### config.mk
export PLATFORM = sky130hd
export DESIGN_NAME = book_mem_arbiter
export DESIGN_NICKNAME = d
export VERILOG_FILES = /design/src/rtl/book_mem_arbiter.sv
export SDC_FILE = /design/constraint.sdc
export NUM_CORES = 1
export LEC_CHECK = 0
export CAP_MARGIN = 20
export CELL_PAD_IN_SITES_DETAIL_PLACEMENT = 1
export CELL_PAD_IN_SITES_GLOBAL_PLACEMENT = 1
export CORE_AREA = 2 2 206 208
export CTS_BUF_LIST = sky130_fd_sc_hd__clkbuf_16
export DETAILED_ROUTE_END_ITERATION = 8
export DIE_AREA = 0 0 208 210
export HOLD_SLACK_MARGIN = 0.08
export PLACE_DENSITY = 0.63
export SYNTH_ARGS = -nofsm -noshare
export SYNTH_HDL_FRONTEND = slang
export SYNTH_SLANG_ARGS = --single-unit
export TNS_END_PERCENT = 5
### constraint.sdc
create_clock -name clk_in -period 5.22 [get_ports clk_in]
set_input_delay 0.783 -clock clk_in [delete_from_list [all_inputs] [get_ports clk_in]]
set_output_delay 0.783 -clock clk_in [all_outputs]
set_load 0.02 [all_outputs]
### src/rtl/book_mem_arbiter.sv
// book_mem_arbiter
//   Round-robin arbiter that lets several order-book engines share a single
//   memory-manager port. It runs exactly one memory operation at a time,
//   holds address and write data stable for the whole operation, captures
//   read data on mem_valid_in, and returns a one-cycle per-requester ack.
//   A watchdog aborts an operation whose valid never arrives.
//
// Ports
//   clk_in, rst_in          clock, asynchronous active-high reset
//   req_in[NUM_REQ]         per-requester request level
//   req_is_write_in         per-requester op type (1 = write)
//   req_addr_in / data_in   packed per-requester address / write data
//   ack_out                 one-hot completion pulse
//   err_out                 high with ack_out when the op timed out
//   rdata_out               read data, meaningful while ack_out != 0
//   busy_out                high whenever an operation is in flight
//   mem_start_out           one-cycle start strobe to the memory manager
//   mem_is_write_out, mem_addr_out, mem_data_out   operation to the manager
//   mem_valid_in, mem_data_in                     completion from the manager
//   stray_flag_out          sticky: valid seen while not waiting for one
module book_mem_arbiter #(
  parameter int NUM_REQ     = 4,
  parameter int ADDR_W      = 11,
  parameter int DATA_W      = 64,
  parameter int TIMEOUT_CYC = 16
) (
  input  logic                      clk_in,
  input  logic                      rst_in,
  input  logic [NUM_REQ-1:0]        req_in,
  input  logic [NUM_REQ-1:0]        req_is_write_in,
  input  logic [NUM_REQ*ADDR_W-1:0] req_addr_in,
  input  logic [NUM_REQ*DATA_W-1:0] req_data_in,
  output logic [NUM_REQ-1:0]        ack_out,
  output logic                      err_out,
  output logic [DATA_W-1:0]         rdata_out,
  output logic                      busy_out,
  output logic                      mem_start_out,
  output logic                      mem_is_write_out,
  output logic [ADDR_W-1:0]         mem_addr_out,
  output logic [DATA_W-1:0]         mem_data_out,
  input  logic                      mem_valid_in,
  input  logic [DATA_W-1:0]         mem_data_in,
  output logic                      stray_flag_out
);

  localparam int IDX_W = $clog2(NUM_REQ);
  localparam int CNT_W = $clog2(TIMEOUT_CYC);
  localparam logic [CNT_W-1:0] CNT_MAX = CNT_W'(TIMEOUT_CYC - 1);
  localparam logic [IDX_W-1:0] LAST_RST = IDX_W'(NUM_REQ - 1);

  typedef enum logic [1:0] {
    S_IDLE,
    S_ISSUE,
    S_WAIT,
    S_DONE
  } state_t;

  state_t           r_state;
  logic [IDX_W-1:0] r_last;
  logic [IDX_W-1:0] r_winner;
  logic [CNT_W-1:0] r_cnt;

  logic             w_found;
  logic [IDX_W-1:0] w_winner;
  logic [IDX_W-1:0] w_idx;

  // Search upward from the requester after the last grant, wrapping, so the
  // most recently served requester is considered last.
  always_comb begin
    w_found  = 1'b0;
    w_winner = '0;
    w_idx    = '0;
    for (int k = 1; k <= NUM_REQ; k++) begin
      w_idx = IDX_W'((int'(r_last) + k) % NUM_REQ);
      if (!w_found && req_in[w_idx]) begin
        w_found  = 1'b1;
        w_winner = w_idx;
      end
    end
  end

  always_ff @(posedge clk_in or posedge rst_in) begin
    if (rst_in) begin
      r_state          <= S_IDLE;
      r_last           <= LAST_RST;
      r_winner         <= '0;
      r_cnt            <= '0;
      ack_out          <= '0;
      err_out          <= 1'b0;
      rdata_out        <= '0;
      busy_out         <= 1'b0;
      mem_start_out    <= 1'b0;
      mem_is_write_out <= 1'b0;
      mem_addr_out     <= '0;
      mem_data_out     <= '0;
      stray_flag_out   <= 1'b0;
    end else begin
      // A valid outside WAIT belongs to no live operation (late after a
      // timeout, or left over from a reset); record it and otherwise ignore.
      if (mem_valid_in && (r_state != S_WAIT)) begin
        stray_flag_out <= 1'b1;
      end

      case (r_state)
        S_IDLE: begin
          if (w_found) begin
            r_winner         <= w_winner;
            mem_is_write_out <= req_is_write_in[w_winner];
            mem_addr_out     <= req_addr_in[w_winner*ADDR_W +: ADDR_W];
            mem_data_out     <= req_data_in[w_winner*DATA_W +: DATA_W];
            mem_start_out    <= 1'b1;
            busy_out         <= 1'b1;
            r_state          <= S_ISSUE;
          end
        end

        S_ISSUE: begin
          mem_start_out <= 1'b0;
          r_cnt         <= '0;
          r_state       <= S_WAIT;
        end

        S_WAIT: begin
          // Valid is checked before the limit so a response on the last
          // allowed cycle still completes cleanly.
          if (mem_valid_in) begin
            if (!mem_is_write_out) begin
              rdata_out <= mem_data_in;
            end
            ack_out <= NUM_REQ'(1) << r_winner;
            err_out <= 1'b0;
            r_state <= S_DONE;
          end else if (r_cnt == CNT_MAX) begin
            ack_out <= NUM_REQ'(1) << r_winner;
            err_out <= 1'b1;
            r_state <= S_DONE;
          end else begin
            // Only reached below CNT_MAX, so the counter never wraps.
            r_cnt <= r_cnt + 1'b1;
          end
        end

        S_DONE: begin
          ack_out  <= '0;
          err_out  <= 1'b0;
          busy_out <= 1'b0;
          r_last   <= r_winner;
          r_state  <= S_IDLE;
        end

        default: begin
          r_state <= S_IDLE;
        end
      endcase
    end
  end

endmodule
-- Word level (Yosys, flattened, before mapping)
Cells that the tools add are included.
- add/subtract/negate cells: 5
- $mul: 1
- $lt $le $gt $ge: 5
- equality and inequality tests: 9
- shift-type cells: 3
- muxes and demuxes: 34
- bitwise logic cells: 1
- reduce and logical (&&, ||, !) cells: 19
- operator list (kind ; number):
    $shiftx A256 B9 Y64 ; 1
    $shiftx A44 B7 Y11 ; 1
    $mux W4 ; 4
    $pmux W4 S2 ; 2
    $lt A2 B3 Y1 const B ; 5
    $mux W2 ; 7
    $mux W1 ; 12
    $bmux W1 S2 ; 5
    $reduce_and A2 Y1 ; 5
    $ne A2 B2 Y1 const B ; 4
    $pmux W2 S4 ; 1
    $reduce_bool A2 Y1 ; 4
    $mul A2 B4 Y6 const B ; 1
    $pmux W1 S2 ; 3
    $reduce_and A3 Y1 ; 2
    $add A2 B1 Y2 const B ; 2
    $add A2 B2 Y2 const B ; 2
    $add A4 B1 Y4 const B ; 1
    $eq A2 B2 Y1 const B ; 2
    $eq A4 B4 Y1 const B ; 1
    $logic_and A1 B1 Y1 ; 4
    $shl A1 B2 Y4 const A ; 1
    $logic_not A1 Y1 ; 3
    $ne A3 B3 Y1 const B ; 1
    other kinds (3) ; 3
- register bits: 158
- input bits: 375
- output and inout port bits: 148

-- Logic depth before layout (Yosys ltp)
- depth in word-level cells: 15
- depth in mapped cells: 9
- mapped depth without buffers: 7

-- Worst setup path after synthesis
OpenSTA, ideal clock, no wires.
- path kind: input to register
- start: input port req_in[3]
- end: register mem_data_out[10]
- library setup time: 0.132 ns
- arrival: 2.034 ns
- setup slack: 3.054 ns
- cell stages on the path: 7
- buffers on the path: 3
- cells stage by stage: or4_4 > nand2_2 > or2_1 > buf_4 > buf_12 > buf_12 > o221ai_2
- longest elaborated chain between the ends: 13
- ends and longest elaborated chain (element ; RTL line ; RTL):
    from (decl) ; 29 ; input logic [NUM_REQ-1:0] req_in,
    $bmux W1 S2 ; 75 ; if (!w_found && req_in[w_idx]) begin
    $mux W1 (implied by the code) ; 75 ;
    $mux W1 ; 75 ;
    $logic_not A1 Y1 ; 75 ;
    $logic_and A1 B1 Y1 ; 75 ;
    $mux W1 ; 75 ;
    $logic_not A1 Y1 ; 75 ;
    $logic_and A1 B1 Y1 ; 75 ;
    $mux W1 ; 75 ;
    $logic_not A1 Y1 ; 75 ;
    $logic_and A1 B1 Y1 ; 75 ;
    $mux W2 / $mux W1 (equally long branches) ; 75 ;
    $shiftx A256 B9 Y64 / $reduce_and A2 Y1 (equally long branches) ; n/a ;
    to (signal assigned) ; 110 ; mem_data_out <= req_data_in[w_winner*DATA_W +: DATA_W];
    to (decl) ; 40 ; output logic [DATA_W-1:0] mem_data_out,
Several ways; a longest one is shown, not always the timed one. The select of a mux whose other input is x is not followed.
A chain may end at the register's enable or synchronous reset.

-- Worst setup path in the final report
- start: input port req_in[3]
- end: register mem_addr_out[1]
- longest elaborated chain between the ends: 14
- ends and longest elaborated chain (element ; RTL line ; RTL):
    $bmux W1 S2 ; 75 ;
    $mux W1 (implied by the code) ; 75 ;
    $mux W1 ; 75 ;
    $logic_not A1 Y1 ; 75 ;
    $logic_and A1 B1 Y1 ; 75 ;
    $mux W1 ; 75 ;
    $logic_not A1 Y1 ; 75 ;
    $logic_and A1 B1 Y1 ; 75 ;
    $mux W1 ; 75 ;
    $logic_not A1 Y1 ; 75 ;
    $logic_and A1 B1 Y1 ; 75 ;
    $mux W2 ; 75 ;
    $mul A2 B4 Y6 ; 109 ; mem_addr_out <= req_addr_in[w_winner*ADDR_W +: ADDR_W];
    $shiftx A44 B7 Y11 ; 109 ;
    to (signal assigned) ; 109 ;
    to (decl) ; 39 ; output logic [ADDR_W-1:0] mem_addr_out,
Several ways; a longest one is shown, not always the timed one. The select of a mux whose other input is x is not followed.

==> results.ini <==
[place]
post-place-cells=1677
dpl.hpwl_microns=27200
io_buffers=522
gp_congestion=0.772
dp_slack_ns=1.67

[final_layout]
stdcell_count=1713
utilization_pct=35.5
drive_above_1_share_pct=14.9
synthToLayoutAreaGrowth_pct=72.1
final_nets=1537

[global_route]
grt_pass1_vias=8437
grt_start_max_net_pins=102
grt_usage_pct=16.2
grt_overflow=0
antenna_found_initial=6
grt_first_pass_wirelength_microns=53300

[sta]
setup_violations=0
max_freq_ghz=0.328
finalHoldViolCount=0
fin_ws_ns=2.17
finalClockSkew_ns=0.00892
fin_tns_setup_ns=0
maxSlewViolCount=0
tightest_slew_ns=0.990
slew_headroom_pct=34.0
period_needed_ns=3.05
rsz0062_at_grt=false
fin_crit_sh_pct=58.4

[floorplanning]
dieHeight_microns=210
core_sq_mm=0.0415
rows=75
fp.dieW_microns=208
boundaryPins=523
die_area_sq_mm=0.0437
start_util_pct=20.6

[synthesis]
seq_area_frac_synth_pct=46.2
synth_area_leaders=dfrtp_1 46%, mux2i_1 18%, o221ai_2 11%
ys_async_sr_fraction_pct=100
yosysWarnings=0
synthTopCellsByCount=156 x dfrtp_1, 153 x mux2i_1, 88 x nand2_1, 66 x mux2_2, 63 x o221ai_2
synth-edff-count=0
yosysMostFrequentCell=dfrtp_1
ys_ff_latch=158
synth_area_sq_mm=0.00856
synth_flop_cell=dfrtp_1
syn_nets=1040
synth_cell_types=42
synth_top_area_share_pct=45.6
yosys.area.top_type=dfrtp_1
syn_inst=660
syn_avg_cell_area_sq_um=13.0

[setup_path]
worstPathArrival_ns=3.36
path_max_fanout=50
crit_slowest_cell=or2_4
worstSetupPathType=in -> reg
end_kind=flop
cp_data_required_time_ns=5.54
path_buf_inv=2
crit_path_start_kind=primary input
critical-path-max-stage-delay_ns=0.57
crit_chain=clkdlybuf4s50_1 -> and3b_1 -> o32ai_1 -> or2_4 -> buf_12 -> o221ai_1
cp_top_family=buffers and inverters

[drt]
routed_wirelength_microns=35800
drtAntennaViolNets=0
drt_iter0_drc=209
wl_per_cell_microns=20.9
vias_per_cell=4.42
vias=7571
drc=0
drt-pass1-iter-count=4

[outcome]
status=completed

[clock_network]
ctsHoldBuffers=0
cts_root_buf=clkbuf_16
clk_transition_reported_paths_ns=0.07
clock_latency_ns=0.45
cts_buffer_depth=2
cts_tree=done
cts_setup_buffers=0
cts-resized-gates=0
cts_htree_levels=4
cts_sinks=158
cts_buffers=17

[worst_hold_path]
min_path_type=reg -> reg

[power]
peakVddDrop_uv=332
power.density_mw_per_mm2=545
p_leak_nw=5.99
p_total_mw=8.03

[job]
drv_cap=0

worst register-to-register path, stage by stage (launching register included):
cell,delay (ns)
dfstp_2,0.60
mux2i_1,0.23
o21ai_1,0.14
a311oi_4,0.35
buf_12,0.54
mux2i_1,0.52
o221ai_2,0.14
final cells by class:
cell class	count	area, sq um
Timing Repair Buffer	529	5340
Antenna cell	5	12.5
Clock buffer	17	425
Fill cell	4565	26800
Inverter	8	35.0
Multi-Input combinational cell	443	4110
Sequential cell	158	3960
Clock inverter	14	166
Tap cell	539	674
path summary, 6_finish.rpt:
path                            slack [ns]  cells after the start           start               end
worst max-delay path                  2.17                      6       req_in[3]   mem_addr_out[1]
worst min-delay path                  0.47                      1  stray_flag_out    stray_flag_out
worst max register to register        2.58                      6       r_last[1]  mem_data_out[37]
worst min register to register        0.47                      1  stray_flag_out    stray_flag_out
max in group asynchronous             3.39                      3          rst_in  mem_data_out[21]
min in group asynchronous             0.83                      2          rst_in     rdata_out[10]
kinds of logic after synthesis:
logic type / Yosys count / synth area share (%)
buffers and inverters: 59 / 5.95
XOR/XNOR: 1 / 0.102
AND/OR/NAND/NOR: 113 / 5.73
AO/OA/AOI/OAI: 105 / 14.7
flip-flops: 158 / 46.2
adder cells (fa/ha/maj): 5 / 0.731
multiplexers: 219 / 26.6
flip-flops by register name (all words and copies together), names as in the netlist:
register / cells
ack_out: 4
busy_out: 1
err_out: 1
mem_addr_out: 11
mem_data_out: 64
mem_is_write_out: 1
mem_start_out: 1
r_cnt: 4
r_last: 2
r_state: 2
r_winner: 2
rdata_out: 64
stray_flag_out: 1
cell usage in the layout (no fill, tap or decap), types with 8 or more instances in the layout:
master and count:
clkbuf_16 17, dfrtp_1 156, mux2i_1 153, nand2_1 88, o221ai_2 63, o221ai_1 13, mux2_2 66, a21oi_1 8
clkdlybuf4s50_1 522
where the power goes:
part,total [mW],leakage [nW],switching [mW],internal (mW)
sequential,2.19,1.92,0.354,1.84
clock,1.31,0.285,0.565,0.749
combinational,4.53,3.79,2.32,2.20
stage by stage:
step / instance area (sq um) / hold WS (ns)
2_1_floorplan: 8560 / 0.462
3_3_place_gp: 14100 / 0.465
3_5_place_dp: 14100 / 0.469
4_1_cts: 14700 / 0.485
5_1_grt: 14700 / 0.494
6_report: 14700 / 0.472
metal layers:
layer  wire (microns)  GRT usage (%)
met5               31              0
met4              488           5.50
met3             3830           7.58
met2            17900           27.9
met1            13500           17.6
No activity file was read; power rests on OpenSTA's default activity.
